--- src/rtl/opl3_timers.sv ---
// OPL3 Timer 1 / Timer 2 block: decodes bank-0 registers 0x02-0x04 from the
// register-write stream and produces the status byte and the active-low IRQ.
package opl3_pkg;
  typedef struct packed {
    logic       valid;
    logic       bank_num;
    logic [7:0] address;
    logic [7:0] data;
  } opl3_reg_wr_t;
endpackage

// One timer: prescaler, 8-bit up-counter with TLV reload, and overflow flag.
module opl3_timer_ch #(
  parameter int TICK_CYCLES = 4000
) (
  input  logic       clk,
  input  logic       rst_n,
  input  logic       tlv_we_i,
  input  logic [7:0] tlv_i,
  input  logic       ctl_we_i,
  input  logic       st_i,
  input  logic       mt_i,
  input  logic       flag_clr_i,
  output logic       flag_o
);
  localparam int PW = (TICK_CYCLES > 1) ? $clog2(TICK_CYCLES) : 1;
  localparam logic [PW-1:0] PMAX = PW'(TICK_CYCLES - 1);

  logic [7:0]    tlv_q, tlv_d, cnt_q, cnt_d;
  logic [PW-1:0] presc_q, presc_d;
  logic          st_q, st_d, mt_q, mt_d, flag_q, flag_d;
  logic          tick, ovf;

  assign tick = st_q && (presc_q == PMAX);
  assign ovf  = tick && (cnt_q == 8'hFF);

  always_comb begin
    tlv_d   = tlv_we_i ? tlv_i : tlv_q;
    st_d    = ctl_we_i ? st_i : st_q;
    mt_d    = ctl_we_i ? mt_i : mt_q;
    cnt_d   = cnt_q;
    presc_d = presc_q;
    // Only a 0->1 start reloads; rewriting ST=1 leaves the running count alone.
    if (ctl_we_i && st_i && !st_q) begin
      cnt_d   = tlv_q;
      presc_d = '0;
    end else if (st_q) begin
      presc_d = tick ? '0 : presc_q + 1'b1;
      if (tick) cnt_d = ovf ? tlv_q : cnt_q + 8'd1;
    end
    // Set has priority over the IRQ-reset clear in the same cycle.
    flag_d = flag_clr_i ? 1'b0 : flag_q;
    if (ovf && !mt_q) flag_d = 1'b1;
  end

  always_ff @(posedge clk or negedge rst_n) begin
    if (!rst_n) begin
      tlv_q   <= '0;
      cnt_q   <= '0;
      presc_q <= '0;
      st_q    <= 1'b0;
      mt_q    <= 1'b0;
      flag_q  <= 1'b0;
    end else begin
      tlv_q   <= tlv_d;
      cnt_q   <= cnt_d;
      presc_q <= presc_d;
      st_q    <= st_d;
      mt_q    <= mt_d;
      flag_q  <= flag_d;
    end
  end

  assign flag_o = flag_q;
endmodule

module opl3_timers #(
  parameter int TIMER1_TICK_CYCLES = 4000,
  parameter int TIMER2_TICK_CYCLES = 16000
) (
  input  logic                   clk,
  input  logic                   ic_n,
  input  opl3_pkg::opl3_reg_wr_t opl3_reg_wr,
  output logic [7:0]             status,
  output logic                   irq_n
);
  logic       dec, ctl_we, irq_clr;
  logic [1:0] flag;
  logic [7:0] status_q, status_d;
  logic       irq_n_q, irq_n_d;
  logic       unused_bits;

  assign dec     = opl3_reg_wr.valid && !opl3_reg_wr.bank_num;
  assign ctl_we  = dec && (opl3_reg_wr.address == 8'h04) && !opl3_reg_wr.data[7];
  assign irq_clr = dec && (opl3_reg_wr.address == 8'h04) &&  opl3_reg_wr.data[7];
  assign unused_bits = ^opl3_reg_wr.data[4:2];

  // Channel g: TLV at 0x02+g, ST at data[g], MT at data[6-g].
  for (genvar g = 0; g < 2; g++) begin : g_tmr
    localparam int TICK = (g == 0) ? TIMER1_TICK_CYCLES : TIMER2_TICK_CYCLES;
    opl3_timer_ch #(.TICK_CYCLES(TICK)) u_ch (
      .clk        (clk),
      .rst_n      (ic_n),
      .tlv_we_i   (dec && (opl3_reg_wr.address == 8'(2 + g))),
      .tlv_i      (opl3_reg_wr.data),
      .ctl_we_i   (ctl_we),
      .st_i       (opl3_reg_wr.data[g]),
      .mt_i       (opl3_reg_wr.data[6-g]),
      .flag_clr_i (irq_clr),
      .flag_o     (flag[g])
    );
  end

  assign status_d = {flag[0] | flag[1], flag[0], flag[1], 5'b0};
  assign irq_n_d  = ~(flag[0] | flag[1]);

  always_ff @(posedge clk or negedge ic_n) begin
    if (!ic_n) begin
      status_q <= 8'h00;
      irq_n_q  <= 1'b1;
    end else begin
      status_q <= status_d;
      irq_n_q  <= irq_n_d;
    end
  end

  assign status = status_q;
  assign irq_n  = irq_n_q;
endmodule

--- config.mk ---
export PLATFORM = sky130hd
export DESIGN_NAME = opl3_timers
export DESIGN_NICKNAME = d
export VERILOG_FILES = /design/src/rtl/opl3_timers.sv
export SDC_FILE = /design/constraint.sdc
export NUM_CORES = 1
export LEC_CHECK = 0
export CORE_MARGIN = 1.5
export CORE_UTILIZATION = 50
export CTS_CLUSTER_SIZE = 24
export DETAILED_ROUTE_END_ITERATION = 8
export MAX_ROUTING_LAYER = met4
export PLACE_DENSITY = 0.7
export SYNTH_ARGS = -nofsm -noshare
export SYNTH_HDL_FRONTEND = slang
export SYNTH_SLANG_ARGS = --single-unit
--- constraint.sdc ---
create_clock -name clk -period 5 [get_ports clk]
set_input_delay 0.75 -clock clk [delete_from_list [all_inputs] [get_ports clk]]
set_output_delay 0.75 -clock clk [all_outputs]
set_load 0.05 [all_outputs]
==> reports/summary.txt, run 1 <==
Seq/Total Area, Yosys: 49.7%
PwrDens: 302 nW/um^2
Power Total: 1.19 mW
M1 WL: 3630 um
First-pass GRT wire length: 11,700 um
Pre-antenna DRT Iters: 4
Max Clock Skew: 0.0140 ns
Detailed Route Iter0 Violations: 174
Pre-CTS setup slack: 1.77 ns
Later-pin clock latency in the skew report: 0.33 ns
Setup Viol. Count Final: 0
Design area: 3930 um^2
Top-area cell type share of the netlist area: 48.9%
Status: completed
Site row count: 29
CP required: 5.20 ns
CP endpoint kind: flop
Top FF cell, synth: dfrtp_1
Largest cells by area after synthesis: dfrtp_1, mux2_2, xnor2_1
Routability cong.: 0.849
Hold WS: 0.410 ns
Crit path kind: in2reg
Reg2reg path depth: 5
Synthesized area per cell: 10.2 um^2
Die Area: 7360 um^2
Seq. cell area: 1700 um^2
DP Cell Count: 431
DP HPWL: 4950 um
Remaining DRCs: 0
Vias: 2,640
Lkg Pwr: 1.69 nW
PortBufs: 23
Hold Path Stages: 0
Fin nets: 389
Area grow syn2layout: 14.6%
Final ANT Viol Nets: 0
Setup ws final: 2.16 ns
Post-Synth XOR/XNOR Area: 4.09%
Clock-pin slew on the worst setup and hold paths: 0.08 ns
Starting density of the core: 52.7%
CTS resizes: 0
Die width: 85.8 um
Post-layout util: 60.5%
Asr flop ratio synth: 100%
Tcrit/Tclk final: 56.8%
Total CTS buffers: 9
Top Ports: 29
Clk root buf: clkbuf_8
Max clock buf depth: 2
Met3 Wirelength: 320 um
Vias/cell: 5.91
CTS tree: built
Total track usage: 20.9%
Synth Warn #: 0
Area fraction in compound gates after synthesis: 10.3%
Vias in the first global route: 2,457
Post-Synthesis Cells: 337
CTS Sinks: 68
Cell taking the most area after synthesis: dfrtp_1
Post-route insts no fill: 447
RSZ-0062 raised after global routing: false
Top Metal Used: met4
Post-synth EDFFs: 0
Worst Tran Pin Value: 1.00 ns
Post-synth top cells: dfrtp_1, nand2_1, nor2_1
Max Fclk: 352 MHz
Min-delay worst type: reg2reg
Post-DP Area: 3710 um^2
Initial antenna violation count: 0
Crit path arrival time: 3.04 ns
Startpoint types: input port
Most frequent cell after synthesis: dfrtp_1
Core Box Area: 6490 um^2
Postcts setup bufs: 0
Worst vdd ir: 0.000178 V
Layout cells sized above 1: 11.4%
# Max-Cap Violations: 0
Mapped Area: 3430 um^2
Synth Register Bits: 68
Slew margin rel.: 32.1%
# H-tree levels: 3
GRT overflow: 0
Final hold violation count: 0
Area occupied by multi-input gates: 1650 um^2
Max Slew Vio Count: 0
Detailed Route WL: 6960 um
Min cycle time layout: 2.84 ns
CTS Hold Bufs: 0
Synth Area in Simple Gates: 23.7%
Synth Area in Adders: 1.46%
Fillers: 550
DR WL/cell: 15.6 um
TNS Setup: 0 ns
Post-synthesis mux area share: 7.96%
Ant diodes: 0
Met2 WL: 2950 um
Die H: 85.8 um
Distinct cells, synth: 49
Main combinational cell family by area after synthesis: simple AND/OR/NAND/NOR gates
CP Max Fanout: 15
Largest net degree at the start of global routing: 37
==> per-layer routing <==
layer | track usage (%) | vias up
met2 | 29.1 | 82
met5 | - | -
met1 | 30.9 | 1274
met3 | 4.33 | 7
li1 | - | 1277
met4 | 6.16 | 0
==> state kept, by name, indices dropped and copies added, names as in the netlist <==
signal / count
irq_n: 1
g_tmr.u_ch.flag_o: 2
status: 3
g_tmr.u_ch.cnt_q: 16
g_tmr.u_ch.st_q: 2
g_tmr.u_ch.tlv_q: 16
g_tmr.u_ch.presc_q: 26
g_tmr.u_ch.mt_q: 2
==> layout by cell type, fill, tap and decap left out, drive strengths merged, types with 12 or more instances in the layout <==
master / instances
dfrtp: 67
nand2: 32
nor2: 30
clkdlybuf4s50: 22
mux2: 18
o21ai: 18
nand3: 17
xnor2: 15
nand4: 12
a21oi: 12
==> worst max-delay path, stage by stage <==
cell and delay, ns:
clkdlybuf4s50_1 0.44, nor4_4 0.49, a41oi_1 0.53, or4_1 0.64, xor2_1 0.14, nor2_1 0.05
==> power breakdown <==
part	internal, mW	total [mW]	leakage (nW)	switching [mW]
Sequential	0.574	0.597	0.858	0.0233
Combinational	0.0394	0.0958	0.721	0.0564
Clock	0.292	0.494	0.113	0.202
==> cell families after synthesis <==
logic type / after synthesis
simple gates: 150
flops: 68
compound gates: 55
mux: 25
buf+inv: 18
xor+xnor: 16
fa+ha+maj: 4
other cells: 1
==> final cells by class <==
class,count,area share (%)
sequential,68,43.4
multi-input combinational,255,42.0
timing repair buffer,25,6.12
clock buffer,11,3.60
tap,77,2.45
clock inverter,5,1.91
inverter,6,0.573
==> path summary, 6_finish.rpt <==
kind                                          start                         to  slack [ns]
setup / recovery                    opl3_reg_wr[13]  g_tmr[0].u_ch.presc_q[10]        2.16
max in group asynchronous                      ic_n     g_tmr[1].u_ch.tlv_q[7]        3.57
setup reg to reg           g_tmr[0].u_ch.presc_q[6]     g_tmr[0].u_ch.cnt_q[0]        2.57
hold reg to reg                g_tmr[1].u_ch.flag_o                  status[5]        0.41
min in group asynchronous                      ic_n   g_tmr[0].u_ch.presc_q[4]        0.48
hold / removal                 g_tmr[1].u_ch.flag_o                  status[5]        0.41
(Power assumes the default switching activity.)
==> run 2: changes to the inputs <==
==> constraint.sdc (replaced) <==
create_clock -name clk -period 2.7 [get_ports clk]
set_input_delay 0.405 -clock clk [delete_from_list [all_inputs] [get_ports clk]]
set_output_delay 0.405 -clock clk [all_outputs]
set_load 0.05 [all_outputs]
==> reports/summary.txt, run 2 (synthesis gave the netlist of run 1 again) <==
CTS Hold Bufs: 0
RSZ-0062 raised after global routing: false
CP max stage cell: or4_1
Final hold violation count: 0
Total track usage: 23.1%
Tcrit/Tclk final: 85.9%
Detailed Route WL: 7240 um
Routability cong.: 0.888
CP Max Fanout: 10
Pre-antenna DRT Iters: 4
Lkg Pwr: 1.72 nW
Max reg flops: 26
CTS tree: built
Commonest non-fill, non-tap cell in the layout: dfrtp_1
CP Cell Sequence: or3b_1 > or4_1 > nand2_1 > a21boi_0 > a2bb2oi_1
Setup ws final: 0.380 ns
CP endpoint kind: flop
Slew margin rel.: 65.2%
Clk root buf: clkbuf_8
Max Slew Vio Count: 0
DP HPWL: 5170 um
Layout cells sized above 1: 12.5%
Largest Register: g_tmr.u_ch.presc_q
First-pass GRT wire length: 12,900 um
Fin nets: 397
FF-to-FF Start: g_tmr[0].u_ch.presc_q[6]
Area occupied by multi-input gates: 1650 um^2
Startpoint types: flop
CTS Sinks: 68
Crit path arrival time: 2.58 ns
Max clock buf depth: 2
Total CTS buffers: 9
Later-pin clock latency in the skew report: 0.34 ns
Worst vdd ir: 0.000264 V
Vias: 2,682
Top Ports: 29
GRT overflow: 0
TNS Setup: 0 ns
Crit path kind: reg2reg
Detailed Route Iter0 Violations: 214
Die H: 85.8 um
DR WL/cell: 15.9 um
Top flop regs: g_tmr.u_ch.presc_q: 26 flops, g_tmr.u_ch.cnt_q: 16 flops, g_tmr.u_ch.tlv_q: 16 flops
Setup Viol. Count Final: 0
Ant diodes: 0
Post-layout util: 61.1%
PwrDens: 530 nW/um^2
# H-tree levels: 3
Status: completed
Pre-CTS setup slack: 0.174 ns
Initial antenna violation count: 0
Area grow syn2layout: 15.8%
Die width: 85.8 um
Starting density of the core: 52.7%
Postcts setup bufs: 0
Worst Tran Pin Value: 0.517 ns
CTS resizes: 0
Min cycle time layout: 2.32 ns
Fillers: 546
Largest net degree at the start of global routing: 69
Clock-pin slew on the worst setup and hold paths: 0.07 ns
CP peak stage delay: 0.74 ns
Core Box Area: 6490 um^2
CP required: 2.96 ns
Die Area: 7360 um^2
Final ANT Viol Nets: 0
Vias/cell: 5.91
Remaining DRCs: 0
Most frequent cells in the layout: dfrtp_1, nand2_1, nor2_1
# Max-Cap Violations: 0
Site row count: 29
Critical path startpoint: g_tmr[0].u_ch.presc_q[6]
Max Clock Skew: 0.0117 ns
Min-delay worst type: in2async
Seq. cell area: 1700 um^2
PortBufs: 23
Vias in the first global route: 2,735
Max Fclk: 431 MHz
## run 2: cell count changes in the layout (fill, tap and decap cells not counted), sizes merged
cell,before,now
clkinv,3,1
buf,3,11
bufinv,2,1
clkbuf,11,13
## run 2: area by class of cell
class,instances,share of cell area (%)
Timing Repair Buffer,33,7.88
Inverter,6,0.568
Tap cell,77,2.43
Clock buffer,13,3.75
Multi-Input combinational cell,255,41.6
Clock inverter,2,0.883
Sequential cell,68,42.9
## run 2: routing by layer
metal  track usage, %  routed length [um]  vias up  share of wire (%)
met3             5.39                 442        6                6.1
met4             7.92                  50        0               0.69
met2             33.6                3210       74                 44
li1                 -                   -     1293                  -
met5                -                   0        -                  0
met1             31.8                3530     1309                 49
## run 2: final timing paths
path / end / slack (ns) / cells past startpoint
max: g_tmr[0].u_ch.cnt_q[5] / 0.38 / 5
min: g_tmr[1].u_ch.presc_q[10] / 0.06 / 2
max reg2reg: g_tmr[0].u_ch.cnt_q[5] / 0.38 / 5
min reg2reg: status[6] / 0.42 / 0
max in group asynchronous: irq_n / 2.31 / 2
min in group clk: status[6] / 0.42 / 0
## run 2: per-stage QoR
step / power (mW) / hold WS, ns / cells / area (um^2)
after detailed placement: 1.31 / 0.399 / 439 / 3780
after global routing: 2.19 / 0.0897 / 454 / 3970
final: 2.10 / 0.0606 / 454 / 3970
after CTS: 2.12 / 0.0816 / 454 / 3970
after global placement: 1.30 / 0.392 / 439 / 3780
after floorplan: 1.22 / 0.109 / 341 / 3440
## run 2: critical path, delay by kind of cell, from the launching register on
kind | cells | cell delay [ns]
compound gates | 2 | 0.41
simple gates | 3 | 1.42
flops | 1 | 0.41
## run 2: report_power, final
part | leakage (nW) | internal [mW] | switching, mW
clock network | 0.0935 | 0.447 | 0.367
logic | 0.763 | 0.0764 | 0.106
registers | 0.858 | 1.06 | 0.0444
total | 1.72 | 1.59 | 0.518
